==> src/rtl/onewire_master_pkg.sv <==
// rtl/onewire_master_pkg.sv - shared command codes, FSM states and slot timing defaults
package onewire_master_pkg;

  localparam logic [1:0] CMD_RESET = 2'b00;
  localparam logic [1:0] CMD_WRITE = 2'b01;
  localparam logic [1:0] CMD_READ  = 2'b10;
  localparam logic [1:0] CMD_RSVD  = 2'b11;

  localparam int DEF_CLK_MHZ = 100;
  localparam int DEF_T_RSTL  = 480;
  localparam int DEF_T_PRS   = 70;
  localparam int DEF_T_RSTH  = 480;
  localparam int DEF_T_LOW1  = 6;
  localparam int DEF_T_LOW0  = 60;
  localparam int DEF_T_RDS   = 15;
  localparam int DEF_T_SLOT  = 70;

  typedef enum logic [2:0] {
    ST_IDLE,
    ST_RST_LOW,
    ST_RST_REL,
    ST_SLOT_LOW,
    ST_SLOT_REL
  } state_t;

  function automatic int us_to_cycles(input int us, input int clk_mhz);
    return us * clk_mhz;
  endfunction

endpackage

==> src/rtl/onewire_sync.sv <==
// rtl/onewire_sync.sv - 2-flop synchronizer for the pad readback, resets to idle-high
module onewire_sync (
  input  logic clk,
  input  logic rst,
  input  logic d,
  output logic q
);

  logic meta;

  // Two-stage capture; reset level 1 matches a released, pulled-up line
  always_ff @(posedge clk or posedge rst) begin
    if (rst) begin
      meta <= 1'b1;
      q    <= 1'b1;
    end else begin
      meta <= d;
      q    <= meta;
    end
  end

endmodule

==> src/rtl/onewire_master.sv <==
// rtl/onewire_master.sv - byte-level 1-Wire master: bus reset/presence, write byte, read byte
module onewire_master
  import onewire_master_pkg::*;
#(
  parameter int CLK_MHZ = DEF_CLK_MHZ,
  parameter int T_RSTL  = DEF_T_RSTL,
  parameter int T_PRS   = DEF_T_PRS,
  parameter int T_RSTH  = DEF_T_RSTH,
  parameter int T_LOW1  = DEF_T_LOW1,
  parameter int T_LOW0  = DEF_T_LOW0,
  parameter int T_RDS   = DEF_T_RDS,
  parameter int T_SLOT  = DEF_T_SLOT
) (
  input  logic       clk,
  input  logic       rst,
  input  logic [1:0] cmd,
  input  logic       cmd_valid,
  output logic       ready,
  input  logic [7:0] tx_data,
  output logic [7:0] rx_data,
  output logic       rx_valid,
  output logic       presence,
  output logic       presence_valid,
  output logic       done,
  output logic       line_i,
  output logic       line_t,
  input  logic       line_o
);

  localparam int TW = $clog2(us_to_cycles(T_RSTL + T_RSTH, CLK_MHZ));

  // Timer compare points; *_LAST is the final cycle of a state, *_PT a sample point
  localparam logic [TW-1:0] RSTL_LAST = TW'(us_to_cycles(T_RSTL, CLK_MHZ) - 1);
  localparam logic [TW-1:0] RSTH_LAST = TW'(us_to_cycles(T_RSTH, CLK_MHZ) - 1);
  localparam logic [TW-1:0] PRS_PT    = TW'(us_to_cycles(T_PRS, CLK_MHZ));
  localparam logic [TW-1:0] LOW0_LAST = TW'(us_to_cycles(T_LOW0, CLK_MHZ) - 1);
  localparam logic [TW-1:0] LOW1_LAST = TW'(us_to_cycles(T_LOW1, CLK_MHZ) - 1);
  localparam logic [TW-1:0] REL0_LAST = TW'(us_to_cycles(T_SLOT - T_LOW0, CLK_MHZ) - 1);
  localparam logic [TW-1:0] REL1_LAST = TW'(us_to_cycles(T_SLOT - T_LOW1, CLK_MHZ) - 1);
  // Read sample is measured from slot start, but it falls inside SLOT_REL whose timer restarts
  localparam logic [TW-1:0] RDS_PT    = TW'(us_to_cycles(T_RDS - T_LOW1, CLK_MHZ));

  state_t        state, state_n;
  logic [TW-1:0] timer;
  logic [2:0]    bit_cnt;
  logic [1:0]    cmd_q;
  logic [7:0]    data_q;
  logic          line_sync;
  logic          accept;
  logic          write_zero;
  logic [TW-1:0] low_last;
  logic [TW-1:0] rel_last;

  onewire_sync u_sync (
    .clk (clk),
    .rst (rst),
    .d   (line_o),
    .q   (line_sync)
  );

  assign line_i     = 1'b0;
  // done is registered, so the first IDLE cycle still reports busy
  assign ready      = (state == ST_IDLE) && !done;
  assign accept     = ready && cmd_valid && (cmd != CMD_RSVD);
  assign write_zero = (cmd_q == CMD_WRITE) && !data_q[bit_cnt];
  assign low_last   = write_zero ? LOW0_LAST : LOW1_LAST;
  assign rel_last   = write_zero ? REL0_LAST : REL1_LAST;

  // State register; async reset returns to IDLE, which releases the line at once
  always_ff @(posedge clk or posedge rst) begin
    if (rst) state <= ST_IDLE;
    else     state <= state_n;
  end

  // Next-state and line drive
  always_comb begin
    state_n = state;
    line_t  = 1'b1;
    case (state)
      ST_IDLE: begin
        if (accept) state_n = (cmd == CMD_RESET) ? ST_RST_LOW : ST_SLOT_LOW;
      end
      ST_RST_LOW: begin
        line_t = 1'b0;
        if (timer == RSTL_LAST) state_n = ST_RST_REL;
      end
      ST_RST_REL: begin
        if (timer == RSTH_LAST) state_n = ST_IDLE;
      end
      ST_SLOT_LOW: begin
        line_t = 1'b0;
        if (timer == low_last) state_n = ST_SLOT_REL;
      end
      ST_SLOT_REL: begin
        if (timer == rel_last) state_n = (bit_cnt == 3'd7) ? ST_IDLE : ST_SLOT_LOW;
      end
      default: state_n = ST_IDLE;
    endcase
  end

  // Timer, command capture, sampling and completion pulses
  always_ff @(posedge clk or posedge rst) begin
    if (rst) begin
      timer          <= '0;
      bit_cnt        <= 3'd0;
      cmd_q          <= CMD_RESET;
      data_q         <= 8'h00;
      rx_data        <= 8'h00;
      rx_valid       <= 1'b0;
      presence       <= 1'b0;
      presence_valid <= 1'b0;
      done           <= 1'b0;
    end else begin
      done           <= 1'b0;
      rx_valid       <= 1'b0;
      presence_valid <= 1'b0;
      timer          <= (state_n != state || state == ST_IDLE) ? '0 : timer + 1'b1;
      if (accept) begin
        cmd_q   <= cmd;
        data_q  <= tx_data;
        bit_cnt <= 3'd0;
      end
      if (state == ST_RST_REL && timer == PRS_PT) presence <= !line_sync;
      if (state == ST_RST_REL && timer == RSTH_LAST) begin
        done           <= 1'b1;
        presence_valid <= 1'b1;
      end
      if (state == ST_SLOT_REL && cmd_q == CMD_READ && timer == RDS_PT)
        data_q[bit_cnt] <= line_sync;
      if (state == ST_SLOT_REL && timer == rel_last) begin
        bit_cnt <= bit_cnt + 3'd1;
        if (bit_cnt == 3'd7) begin
          done <= 1'b1;
          if (cmd_q == CMD_READ) begin
            rx_data  <= data_q;
            rx_valid <= 1'b1;
          end
        end
      end
    end
  end

endmodule

==> config.mk <==
export PLATFORM = sky130hd
export DESIGN_NAME = onewire_master
export DESIGN_NICKNAME = d
export VERILOG_FILES = /design/src/rtl/onewire_master_pkg.sv /design/src/rtl/onewire_sync.sv /design/src/rtl/onewire_master.sv
export SDC_FILE = /design/constraint.sdc
export NUM_CORES = 1
export LEC_CHECK = 0
export CORE_MARGIN = 5
export CORE_UTILIZATION = 30
export CTS_CLUSTER_SIZE = 30
export DETAILED_ROUTE_END_ITERATION = 10
export GPL_TIMING_DRIVEN = 0
export PLACE_DENSITY = 0.52
export SYNTH_ARGS = -nofsm -noshare
export SYNTH_HDL_FRONTEND = slang
export SYNTH_SLANG_ARGS = --single-unit
==> constraint.sdc <==
create_clock -name clk -period 3.7 [get_ports clk]
set_clock_uncertainty 0.05 [all_clocks]
set_input_delay 0.925 -clock clk [delete_from_list [all_inputs] [get_ports clk]]
set_output_delay 0.925 -clock clk [all_outputs]
set_load 0.03 [all_outputs]
# Word-level counts from Yosys, hierarchy flattened
# Cells that the tools add are included.
# classes
n_reduce_logical,19
bitwise_logic,0
multipliers,0
n_div,0
eq_ne,14
n_addsub,2
n_lt_le_gt_ge,2
n_mux,27
n_shift,0
# ops
cell,count
$eq 17x13->1,2
$mux 13,2
$mux 3,7
$add 17x1->17 const B,1
$eq 17x10->1 const B,1
$eq 17x13->1 const B,1
$eq 17x16->1 const B,1
$mux 17,1
$mux 8,2
$pmux 3 s5,1
$logic_and 1x1->1,10
$mux 1,9
$bwmux 8,1
$eq 3x2->1 const B,2
$eq 3x3->1 const B,2
$lt 3x4->1 const B,1
$mux 2,2
$add 3x1->3 const B,1
$bmux 1 s3,1
$demux 1 s3,1
$eq 3x1->1 const B,1
$ge 3x1->1 const B,1
$logic_not 1->1,3
$logic_not 3->1,1
9 further kinds,9
# word_totals
mem_bits_ro,0
inputBits,14
memories,0
word_cells,76
ff_bits,47
latchBits,0
mem_bits_rw,0

# Depth between registers and ports, before layout
# logic_depth
depth_word,11
depth_mapped,9

# Modules after synthesis
# From an unflattened synthesis, not the netlist that was laid out.
# unflattened
hier_cells,263
area_unflattened_um2,2792.7
# by_module_without_submodules
module,area_per_inst_um2,instances,seq_area_each_um2,cells_each
onewire_master,2736.4,1,1126.1,260
onewire_sync,56.3,1,52.6,3

# Least setup slack after synthesis
# OpenSTA, ideal clock, no wires.
# synth_path
kind,register -> register
start,reg state[0]
end,reg data_q[3]
arrival_time_ps,2183
path_slack_ps,1342
synth_period_minus_slack_ps,2358
stages_incl_launch_ff,8
n_path_buf,2
required_time_ps,3525
path_cell_list,dfrtp_1 > buf_2 > nor4_4 > nand2_1 > a21o_1 > buf_2 > mux2_2 > mux2_2
# synth_between
elab_chain_cells,7
elab_cells_between_ends,10
cone_classes,1 x eq/ne; 3 x mux; 6 x reduce/logical
# synth_lines
element,line,rtl
"start, declared",onewire_master.sv:43,"state_t state, state_n;"
"start signal, assigned",onewire_master.sv:72,else state <= state_n;
$logic_not 3->1 (*),onewire_master.sv:63,assign ready = (state == ST_IDLE) && !done;
$logic_and 1x1->1 (*),onewire_master.sv:63,
named net ready,onewire_master.sv:18,"output logic ready,"
$logic_and 1x1->1 (*) (2 in series),onewire_master.sv:64,assign accept = ready && cmd_valid && (cmd != CMD_RSVD);
$mux 8 (*),onewire_master.sv:118,if (accept) begin
$bwmux 8,onewire_master.sv:129,data_q[bit_cnt] <= line_sync;
$mux 8 (*),onewire_master.sv:128,if (state == ST_SLOT_REL && cmd_q == CMD_READ && timer == RDS_PT)
"end signal, assigned",onewire_master.sv:120,data_q <= tx_data;
"end signal, assigned by index",onewire_master.sv:129,
"end, declared",onewire_master.sv:47,logic [7:0] data_q;
# The timed path passes the listed nets; every way through them passes the cells marked *.
# A chain may end at the register's enable or synchronous reset.

# Worst setup path after layout
# layout_path
start,reg state[0]
end,out ready
# layout_between
elab_chain_cells,2
# layout_lines
element,line
$logic_not 3->1,onewire_master.sv:63
$logic_and 1x1->1,onewire_master.sv:63
"end, declared",onewire_master.sv:18
# No other way between the ends.

==> results <==
- The worst setup path is captured at a primary output.
- The run finished with clean final reports.
- The post-layout minimum cycle time is about 2900 ps.
- At the worst endpoint, the required time is 2720 ps.
- Headroom to the max-slew limit came out at 45.6%.
- The final max-slew violation count is 0.
- The library cell used most frequently in the layout, excluding fill and tap cells, is sky130_fd_sc_hd__dfrtp_1.
- The worst ir drop on vdd is 0.000149 V.
- The worst setup slack after placement is 875 ps.
- After synthesis, the cell types taking the most area are sky130_fd_sc_hd__dfrtp_1 (40%), sky130_fd_sc_hd__mux2_2 (6.9%), sky130_fd_sc_hd__a221oi_2 (5.4%).
- The power per cell area is between 200 and 300 nW/um^2.
- The count of TritonRoute iterations in the first routing pass is 4.
- The largest driver fanout on the critical path is 10.
- Counting flops with an async set or reset pin after synthesis yields a share of 100%.
- The critical path is of the reg -> out type.
- For this run, the register share of the synthesized area comes to 42.3%.
- The final layout contains around 320 nets.
- The placeable core area is 9150 um^2.
- The TritonCTS sink count is 47.
- The pin count of the biggest net entering global routing is 27.
- The CTS tree is yes.
- The register area is 1180 um^2.
- The quantity of gates resized following cts is 0.
- Net switching is 19.2% of the power.
- In this run, distinct cell masters in the synthesized netlist total between 50 and 60.
- The remaining antenna violation count is 0.
- Total power for the finished layout comes to about 1 mW.
- The number of port buffers is 27.
- The synthesized design contains 47 register bits.
- The post-layout worst setup margin is 801 ps.
- The layout overhead on the synthesized area is 20.1%.
- The type of the tightest min-delay check is reg -> reg.
- The endpoint of the worst hold-timing path is u_sync.q.
- The maximum clock frequency is 0.345 GHz.
- The vertical extent of the die is 106 um.
- The internal power component is approximately 0.80 mW.
- After detailed routing, the number of remaining DRC violations is 0.
- After layout, the worst path uses 78.4% of the clock period.
- The area occupied by multi-input gates is 1470 um^2.
- The final total negative setup slack is 0 ps.
- The initial core utilization is a little over 30%.
- The setup-violating endpoint count in the final report is 0.
- The number of global-route vias before repair is 2171.
- The die area is 11300 um^2.
- The most used flip-flop cell after synthesis is sky130_fd_sc_hd__dfrtp_1.
- Of the total power, combinational logic draws 3.3%.
- During synthesis, Yosys emitted a total of 0 warnings.
- The reported max-cap violation count is 0.
- In this design, the largest share of critical-path delay is due to buffers and inverters.
- For the worst-skew pair, the clock arrives at the later sink with an insertion delay of 300 ps.
- The startpoint of the worst-slack reg-to-reg timing path is timer[0].
- The half-perimeter wire length after detailed placement is 4620 um.
- The analysis attributes to net switching a power of approximately 0.19 mW.
- For this design, the CTS-stage hold fixing added 0 buffers.
- The worst register-to-register path has a depth of 8.
- After floorplanning, the core was divided into 35 placement rows.
- The launch instance of the worst min-delay path is u_sync.meta.
- After clock tree synthesis, the clock-pin slew on the worst setup and hold paths is 90 ps.
- The maximum cell stage delay along the critical path is 730 ps.
- The cell area that synthesis handed to floorplanning was 2790 um^2.
- In this run the static leakage power is approximately 1.5 nW.
- The signal on the critical path passes through buf_2 > nor4_4 > clkdlybuf4s50_1.
- The kind of start point of the critical path is a flip-flop.
- The number of failing hold endpoints at the final stage is 0.
- The number of antenna diodes in the final layout is 0.
- The final RePlAce weighted congestion is approximately 0.79.
- The count of buffers added by post-CTS timing repair for setup is 0.
- The synthesized area divided by synthesized cell count is ~11 um^2.
- In this run, the clock network consumes 44.7% of the power.
- The H-tree was split into 2 levels.
- The library cells used most frequently in the layout, excluding fill and tap cells, are sky130_fd_sc_hd__dfrtp_1 (45), sky130_fd_sc_hd__nand2_1 (27), sky130_fd_sc_hd__clkdlybuf4s50_1 (27).
- STA puts the critical path data arrival time at approximately 1900 ps.
- Clock tree synthesis inserted a total of 5 buffers.
- The sequential group share of total power is 52.0%.
- The number of filler cells placed in the layout is 909.
- Setup repair after global routing left no endpoint under its margin.
- Global routing used 11.8% of the available tracks across all layers.
- Of the cells placed in the final design, the portion with a size suffix greater than 1 is 20.8%.
- After global routing the overflow that remains totals 0.
- In the final routed layout, each cell accounts on average for approximately 15 um.
- The setup slack of the worst register-to-register path is between 1000 and 1500 ps.
- After detailed routing, the number of vias per cell comes to roughly 5.1.
- The initial antenna violation count is 0.
- The number of buffers and inverters on the critical path is 2.
- The post-synth net total is 280.
- In this run the horizontal extent of the chip is 106 um.
- In this run the critical register-to-register path is captured at timer[15].
- For this block, the initial DRC count from the detailed router was 91.
- The number of top-level design ports is 29.
- The pin slew with the least headroom to its limit is between 800 and 900 ps.
- The largest individual stage delay along the critical path comes from the cell sky130_fd_sc_hd__clkdlybuf4s50_1.
- The cell count after synthesis came out at around 260.
- The count of cells along the worst hold path is 0.
- The via count is 2082.
- The critical path runs through a total of 3 cells.
- Of the post-synthesis cell area, the dominant cell type holds between 40% and 50%.
- No sink is reached through more buffers than the 2 on the longest clock path.
- The routed wire length is 6170 um.
- The library cell occupying the most area in the post-synthesis netlist is sky130_fd_sc_hd__dfrtp_1.
- The first global-routing pass estimated approximately 11000 um of wire.
- The tree is rooted in a sky130_fd_sc_hd__clkbuf_8.
- Counting flops with a built-in enable in the synthesized netlist gives 0.
-- routing by layer --
layer  global-route usage [%]  part of all wire [%]  up-vias
li1                         -                     -     1028
met1                     15.8                    49     1015
met2                     19.5                    48       34
met3                     2.49                   2.3        5
met4                     2.83                  0.92        0
met5                        0                     0        -
-- power groups by stage --
stage	logic (mW)	clock network, mW	registers (mW)
finish	0.0329	0.444	0.515
global route	0.0373	0.487	0.516
detailed placement	0.0345	0	0.526
CTS	0.0344	0.461	0.515
floorplan	0.0118	0	0.526
global placement	0.0314	0	0.526
-- final cells by class --
cell class	instances	share of cell area [%]
multi-input cells	189	43.9
flip-flops and latches	47	35.2
repair buffers	28	8.66
well taps	111	4.14
plain buffers	15	2.91
clock buffers	6	2.17
clock inverters	2	1.79
inverters	11	1.23
-- cells in the mapped netlist, types with 2 or more instances --
library cell and instances:
sky130_fd_sc_hd__o21a_1 3, sky130_fd_sc_hd__mux2_2 17, sky130_fd_sc_hd__buf_6 3, sky130_fd_sc_hd__nand4_1 8, sky130_fd_sc_hd__dfrtp_1 45, sky130_fd_sc_hd__inv_1 11, sky130_fd_sc_hd__nor2b_1 6, sky130_fd_sc_hd__a221oi_1 6
sky130_fd_sc_hd__ha_1 4, sky130_fd_sc_hd__dfstp_2 2, sky130_fd_sc_hd__o21bai_1 3, sky130_fd_sc_hd__mux2i_1 10, sky130_fd_sc_hd__nor4_1 4, sky130_fd_sc_hd__buf_1 2, sky130_fd_sc_hd__xor2_1 11, sky130_fd_sc_hd__a221oi_2 10
sky130_fd_sc_hd__o21ai_0 3, sky130_fd_sc_hd__nor3b_1 2, sky130_fd_sc_hd__nand3_1 9, sky130_fd_sc_hd__a21o_1 2, sky130_fd_sc_hd__nand2_1 27, sky130_fd_sc_hd__o22a_1 2, sky130_fd_sc_hd__or4_1 2, sky130_fd_sc_hd__nor2_1 13
sky130_fd_sc_hd__nor3_1 6, sky130_fd_sc_hd__a21oi_2 2, sky130_fd_sc_hd__and3_1 3, sky130_fd_sc_hd__or3_1 4, sky130_fd_sc_hd__xnor2_1 4, sky130_fd_sc_hd__buf_2 6, sky130_fd_sc_hd__buf_4 3, sky130_fd_sc_hd__nand2b_1 5
-- sequential cells by signal, indices dropped and copies added (netlist names) --
| name | flops |
|---|---|
| state | 3 |
| timer | 17 |
| cmd_q | 2 |
| data_q | 8 |
| u_sync.q | 1 |
| rx_valid | 1 |
| rx_data | 8 |
| bit_cnt | 3 |
| done | 1 |
| u_sync.meta | 1 |
| presence_valid | 1 |
| presence | 1 |
-- worst max path at each step --
stage	startpoint	endpoint	slack (ps)
detailed placement	cmd_valid	data_q[5]	870
floorplan	state[0]	data_q[3]	1340
CTS	state[0]	ready	770
global placement	rst	timer[2]	550
global route	state[0]	ready	670
finish	state[0]	ready	800
-- stage by stage --
step	area (um^2)	utilization [%]	std cells	hold slack (ps)
floorplan	2790	-	262	295
global route	3350	36.6	409	318
CTS	3350	36.6	409	313
detailed placement	3220	35.2	401	299
global placement	3200	34.9	400	296
finish	3350	36.6	409	312
-- cells by family after synthesis --
logic type / after synthesis / share of synthesized area [%]
and+or+nand+nor: 97 / 19.1
DFF: 47 / 42.3
AOI/OAI and AO/OA: 42 / 14.8
muxes: 30 / 12.3
buffers and inverters: 26 / 4.98
xor gates and xnor gates: 15 / 4.71
adders and majority gates: 4 / 1.79
other: 1 / 0.134
Note: power is estimated with default switching activity, not from simulation.
